**src/rtl/cpu_bus_responder.sv**
```systemverilog
// Memory-side responder for the CPU nibble bus: RAM, VRAM, and an I/O window with
// interrupt factor flags/masks. A second read-only VRAM port feeds the LCD path.
module cpu_bus_responder #(
    parameter int unsigned RAM_WORDS  = 640,
    parameter logic [11:0] VRAM_BASE  = 12'hE00,
    parameter int unsigned VRAM_WORDS = 160,
    parameter logic [11:0] IO_BASE    = 12'hF00
) (
    input  logic        clk,
    input  logic        reset_n,
    input  logic        clk_en,
    input  logic        memory_write_en,
    input  logic        memory_read_en,
    input  logic [11:0] memory_addr,
    input  logic [3:0]  memory_write_data,
    output logic [3:0]  memory_read_data,
    input  logic [14:0] event_pulse,
    output logic [14:0] interrupt_req,
    input  logic [7:0]  vram_rd_addr,
    output logic [3:0]  vram_rd_data
);

    localparam int          RAM_AW     = $clog2(RAM_WORDS);
    localparam int          VRAM_AW    = $clog2(VRAM_WORDS);
    localparam logic [11:0] RAM_LIMIT  = 12'(RAM_WORDS);
    localparam logic [11:0] VRAM_LIMIT = 12'(VRAM_WORDS);

    logic [3:0]  ram_q  [RAM_WORDS];
    logic [3:0]  vram_q [VRAM_WORDS];

    logic [3:0]  rd_data_q, rd_data_d;
    logic [3:0]  vram_rd_q, vram_rd_d;
    logic [14:0] flags_q, flags_d;
    logic [14:0] masks_q, masks_d;
    logic [14:0] irq_q;

    logic [11:0] vram_off, io_off;
    logic        in_ram, in_vram, io_flag, io_mask;
    logic        bus_wr, bus_rd;
    logic [RAM_AW-1:0]  ram_idx;
    logic [VRAM_AW-1:0] vram_idx;
    logic [1:0]  nib_sel;
    logic [3:0]  rd_val;
    logic [14:0] flag_clr;

    assign vram_off = memory_addr - VRAM_BASE;
    assign io_off   = memory_addr - IO_BASE;
    assign in_ram   = memory_addr < RAM_LIMIT;
    assign in_vram  = (memory_addr >= VRAM_BASE) && (vram_off < VRAM_LIMIT);
    assign io_flag  = (memory_addr >= IO_BASE) && (io_off < 12'h004);
    assign io_mask  = (memory_addr >= IO_BASE) && (io_off >= 12'h010) && (io_off < 12'h014);
    assign ram_idx  = memory_addr[RAM_AW-1:0];
    assign vram_idx = vram_off[VRAM_AW-1:0];
    assign nib_sel  = io_off[1:0];

    // Write wins over a simultaneous read strobe; both are qualified by clk_en.
    assign bus_wr = clk_en && memory_write_en;
    assign bus_rd = clk_en && memory_read_en && !memory_write_en;

    always_comb begin
        rd_val = 4'h0;
        if (in_ram) begin
            rd_val = ram_q[ram_idx];
        end else if (in_vram) begin
            rd_val = vram_q[vram_idx];
        end else if (io_flag) begin
            case (nib_sel)
                2'd0:    rd_val = flags_q[3:0];
                2'd1:    rd_val = flags_q[7:4];
                2'd2:    rd_val = flags_q[11:8];
                default: rd_val = {1'b0, flags_q[14:12]};
            endcase
        end else if (io_mask) begin
            case (nib_sel)
                2'd0:    rd_val = masks_q[3:0];
                2'd1:    rd_val = masks_q[7:4];
                2'd2:    rd_val = masks_q[11:8];
                default: rd_val = {1'b0, masks_q[14:12]};
            endcase
        end
    end

    always_comb begin
        rd_data_d = rd_data_q;
        flag_clr  = '0;
        masks_d   = masks_q;
        if (bus_rd) begin
            rd_data_d = rd_val;
            if (io_flag) begin
                case (nib_sel)
                    2'd0:    flag_clr[3:0]   = 4'hF;
                    2'd1:    flag_clr[7:4]   = 4'hF;
                    2'd2:    flag_clr[11:8]  = 4'hF;
                    default: flag_clr[14:12] = 3'h7;
                endcase
            end
        end
        if (bus_wr && io_mask) begin
            case (nib_sel)
                2'd0:    masks_d[3:0]   = memory_write_data;
                2'd1:    masks_d[7:4]   = memory_write_data;
                2'd2:    masks_d[11:8]  = memory_write_data;
                default: masks_d[14:12] = memory_write_data[2:0];
            endcase
        end
        // A same-cycle event re-sets a bit the read just cleared.
        flags_d = (flags_q & ~flag_clr) | event_pulse;
    end

    always_comb begin
        vram_rd_d = 4'h0;
        if ({4'h0, vram_rd_addr} < VRAM_LIMIT) begin
            vram_rd_d = vram_q[vram_rd_addr[VRAM_AW-1:0]];
        end
    end

    always_ff @(posedge clk) begin
        if (reset_n && bus_wr && in_ram) begin
            ram_q[ram_idx] <= memory_write_data;
        end
    end

    always_ff @(posedge clk) begin
        if (reset_n && bus_wr && in_vram) begin
            vram_q[vram_idx] <= memory_write_data;
        end
    end

    always_ff @(posedge clk) begin
        if (!reset_n) begin
            rd_data_q <= '0;
            vram_rd_q <= '0;
            flags_q   <= '0;
            masks_q   <= '0;
            irq_q     <= '0;
        end else begin
            rd_data_q <= rd_data_d;
            vram_rd_q <= vram_rd_d;
            flags_q   <= flags_d;
            masks_q   <= masks_d;
            irq_q     <= flags_q & masks_q;
        end
    end

    assign memory_read_data = rd_data_q;
    assign vram_rd_data     = vram_rd_q;
    assign interrupt_req    = irq_q;

endmodule

```
**config.mk**
```make
export PLATFORM = sky130hd
export DESIGN_NAME = cpu_bus_responder
export DESIGN_NICKNAME = d
export VERILOG_FILES = /design/src/rtl/cpu_bus_responder.sv
export SDC_FILE = /design/constraint.sdc
export NUM_CORES = 2
export LEC_CHECK = 0
export BUFFER_PORTS_ARGS = -buffer_cell sky130_fd_sc_hd__buf_2
export CAP_MARGIN = 20
export CORE_MARGIN = 10
export CORE_UTILIZATION = 30
export CTS_CLUSTER_DIAMETER = 50
export DETAILED_ROUTE_END_ITERATION = 10
export HOLD_SLACK_MARGIN = 0.06
export PLACE_DENSITY = 0.55
export SLEW_MARGIN = 20
export SYNTH_ARGS = -nofsm -noshare
export SYNTH_HDL_FRONTEND = slang
export SYNTH_SLANG_ARGS = --single-unit
export TNS_END_PERCENT = 50
```
**constraint.sdc**
```tcl
create_clock -name clk -period 4.5 [get_ports clk]
set_input_delay 0.45 -clock clk [delete_from_list [all_inputs] [get_ports clk]]
set_output_delay 0.45 -clock clk [all_outputs]
set_load 0.02 [all_outputs]
```
==> results.md <==
- #FFs+latches synth: 3253
- Routed Antenna Nets: 0
- Fin nets: between 7000 and 8000
- DR pass1 iterations: 7
- Routed vias/inst: 5.39
- Clk root buf: clkbuf_16
- Starting density of the core: 30.1%
- Drt initial violations: 9209
- Worst Path Required: between 5 and 6 ns
- Seq/Total Area, Yosys: about 73%
- Global Route Usage Sum: 16.8%
- First-pass GRT wire length: 573000 microns
- Main flop type after synthesis: edfxtp_1
- Clk_skew: 0.0787 ns
- Startpoint types: primary input
- Distinct cells, synth: 74
- TritonCTS clock tree: yes
- Period utilisation layout: around three quarters
- Synth warn: 0
- Skew-Pair Late Insertion Delay: ~0.94 ns
- Post-cts repair resize count: 0
- Vias in the first global route: 73250
- # DRC: 0
- Aggregate routed wire length: 408000 microns
- CTS buffer count: about 360
- Placeable Area: 442000 sq um
- GP Congestion: 0.850
- Post-synth ARST share: 0%
- Status: finished, final reports clean
- Finished Core Util: 35.0%
- P&R area growth vs syn: 16.2%
- Max_cap viols: 0
- WL/cell: 30.7 microns
- Mean Syn Cell Area: 19.7 sq um
- Yosys top cell area share: between 70 and 80%
- Die H: approximately 700 microns
- Least-Margin Pin Slew: 1.06 ns
- Unrepaired setup endpoints after global routing: no
- CTS clk-pin slew, worst paths: around 0.060 ns
- P_leak: 47.1 nW
- Routed via count: 71704
- Total Neg Setup Slack: 0 ns
- Mapped Nets: between 6000 and 7000
- IO Count: 67
- Die W: between 600 and 700 microns
- Yosys top cell by area: edfxtp_1
- Data arrival time of the critical path: 4.25 ns
- Number of synthesized flops with an enable pin: 3200
- Crit path time final: about 3.4 ns
- Final slew viol count: 0
- Clock sinks: 3253
- Endpoint type of the worst setup path: flip-flop
- Hold Path Class: in -> reg
- Endpoints failing setup: 0
- Largest cells by area after synthesis: edfxtp_1, mux4_2, nor2_1
- Cell Area, Synth: around 130000 sq um
- Hold Crit Depth: 1
- Power per Cell Area: between 400 and 500 nW/um^2
- Max H-tree Level: 5
- Largest net degree at the start of global routing: 199
- Initial antenna violation count: 38
- Crit path kind: in -> reg
- Die ar.: between 400000 and 500000 sq um
- Filler Cells Inserted: 41002
- Max clock buf depth: 4
- Reg2Reg Depth: 8
- Maximum VDD drop: 306 uV
- Flop2flop setup slack: 1.09 ns
- Layout cell share with drive strength beyond 1: 27.9%
- Max Fclk: just under 300 MHz
- Max-Slew Margin vs Limit: 29.4%
- Worst-path maximum fanout: 32
- PortBufs: 66
- Hold Vio Cnt, Final: 0
- Syn Inst Count: 6752
- Grt ovf: 0
- Row Count: 244
- Post-DP HPWL: 266000 microns
layout make-up:
cell class / instances / area, sq um / area share [%]
Antenna cell: 10 / 25.0 / 0.0162
Clock buffer: 439 / 9620 / 6.22
Clock inverter: 223 / 2350 / 1.52
Inverter: 4 / 15.0 / 0.00970
Multi-Input combinational cell: 2993 / 33400 / 21.6
Sequential cell: 3253 / 97200 / 62.8
Tap cell: 5904 / 7390 / 4.77
Timing Repair Buffer: 479 / 4720 / 3.05
placed cells by master (no fill, tap or decap), types with 8 or more instances in the layout:
cell type	count
a22oi_1	225
mux2i_1	191
clkbuf_16	373
clkinv_1	49
and3_1	19
dlygate4sd3_1	20
a21oi_1	101
clkinv_2	59
nand3_1	69
nor2_1	852
o22ai_1	30
a22o_1	19
buf_8	8
nand4_1	18
nand2b_1	17
nor2b_1	40
a211oi_1	18
nor3_1	26
inv_8	10
buf_12	91
nand2_1	124
inv_6	31
mux2_2	13
nor4_1	9
buf_4	305
bufinv_16	37
o21ai_0	34
clkinvlp_4	21
nand2_2	35
a31oi_1	11
mux4_2	979
diode_2	10
a221oi_1	29
clkbuf_1	62
dfxtp_1	53
edfxtp_1	3200
buf_2	53
logic make-up (layout without fill, tap and decap cells):
family | Yosys count | after routing | share of synthesized area, %
buffers and inverters | 506 | 1145 | 2.04
flip-flops | 3253 | 3253 | 73.0
adder cells (fa/ha/maj) | 1 | 1 | 0.00939
other | 0 | 10 | 0
multiplexers | 1187 | 1187 | 18.1
AO/OA/AOI/OAI | 548 | 548 | 2.90
AND/OR/NAND/NOR | 1257 | 1257 | 3.94
cells in the mapped netlist (18+ instances only):
cell,instances
buf_1,26
a22o_1,19
nor3_1,28
nand4_1,18
mux4_2,979
dfxtp_1,53
nor2_1,857
buf_6,40
a221oi_1,29
a22oi_1,225
clkbuf_1,250
o22ai_1,30
a211oi_1,18
nor2b_1,46
nand3_1,69
nand2_1,159
buf_2,127
mux2i_1,191
o21ai_0,34
and3_1,19
edfxtp_1,3200
a21oi_1,101
buf_4,44
metal layers:
layer / vias up / GRT usage (%) / part of all wire (%)
met5: - / 0 / 0.018
li1: 28667 / - / -
met3: 727 / 3.74 / 9.5
met1: 38547 / 22.6 / 40
met2: 3751 / 26.5 / 46
met4: 12 / 6.42 / 4.3
report_power, final:
group,total [mW],internal [mW],switching (mW)
clock,29.8,17.5,12.4
combinational,3.70,1.36,2.34
sequential,33.3,33.3,0.0121
total,66.8,52.1,14.7
sequential cells by signal (all words and copies together) (netlist names):
signal / cells
flags_q: 15
interrupt_req: 15
masks_q: 15
memory_read_data: 4
ram_q: 2560
vram_q: 640
vram_rd_data: 4
through the flow:
step	cell area, sq um	setup WS [ns]	hold slack [ns]	power (mW)	cells
3_5_place_dp	143000	0.236	0.496	37.6	12612
6_report	155000	1.07	0.127	66.8	13305
3_3_place_gp	143000	0.0908	0.487	37.6	12612
5_1_grt	155000	1.14	0.121	68.6	13298
2_1_floorplan	133000	1.54	0.461	35.8	6752
4_1_cts	155000	1.17	0.0932	67.2	13294
path summary, 6_finish.rpt:
kind	start	to
setup / recovery	memory_addr[1]	memory_read_data[0]
hold / removal	memory_write_data[2]	ram_q[240][2]
setup reg to reg	ram_q[623][0]	memory_read_data[0]
hold reg to reg	masks_q[14]	masks_q[14]
worst max-delay path: stages:
cell and delay, ns:
buf_8 0.35, buf_12 0.28, buf_12 0.26, mux4_2 0.54, mux2i_1 0.23, nand2_1 0.08
and3_1 0.22, o32ai_1 0.73, o22ai_1 0.45, a22oi_1 0.40, nand2_1 0.12
repair_timing:
action	CTS	global route
hold endpoints to repair	84	0
setup buffers	0	0
hold buffers	20	0
setup endpoints to repair	0	0
(Power assumes the default switching activity.)
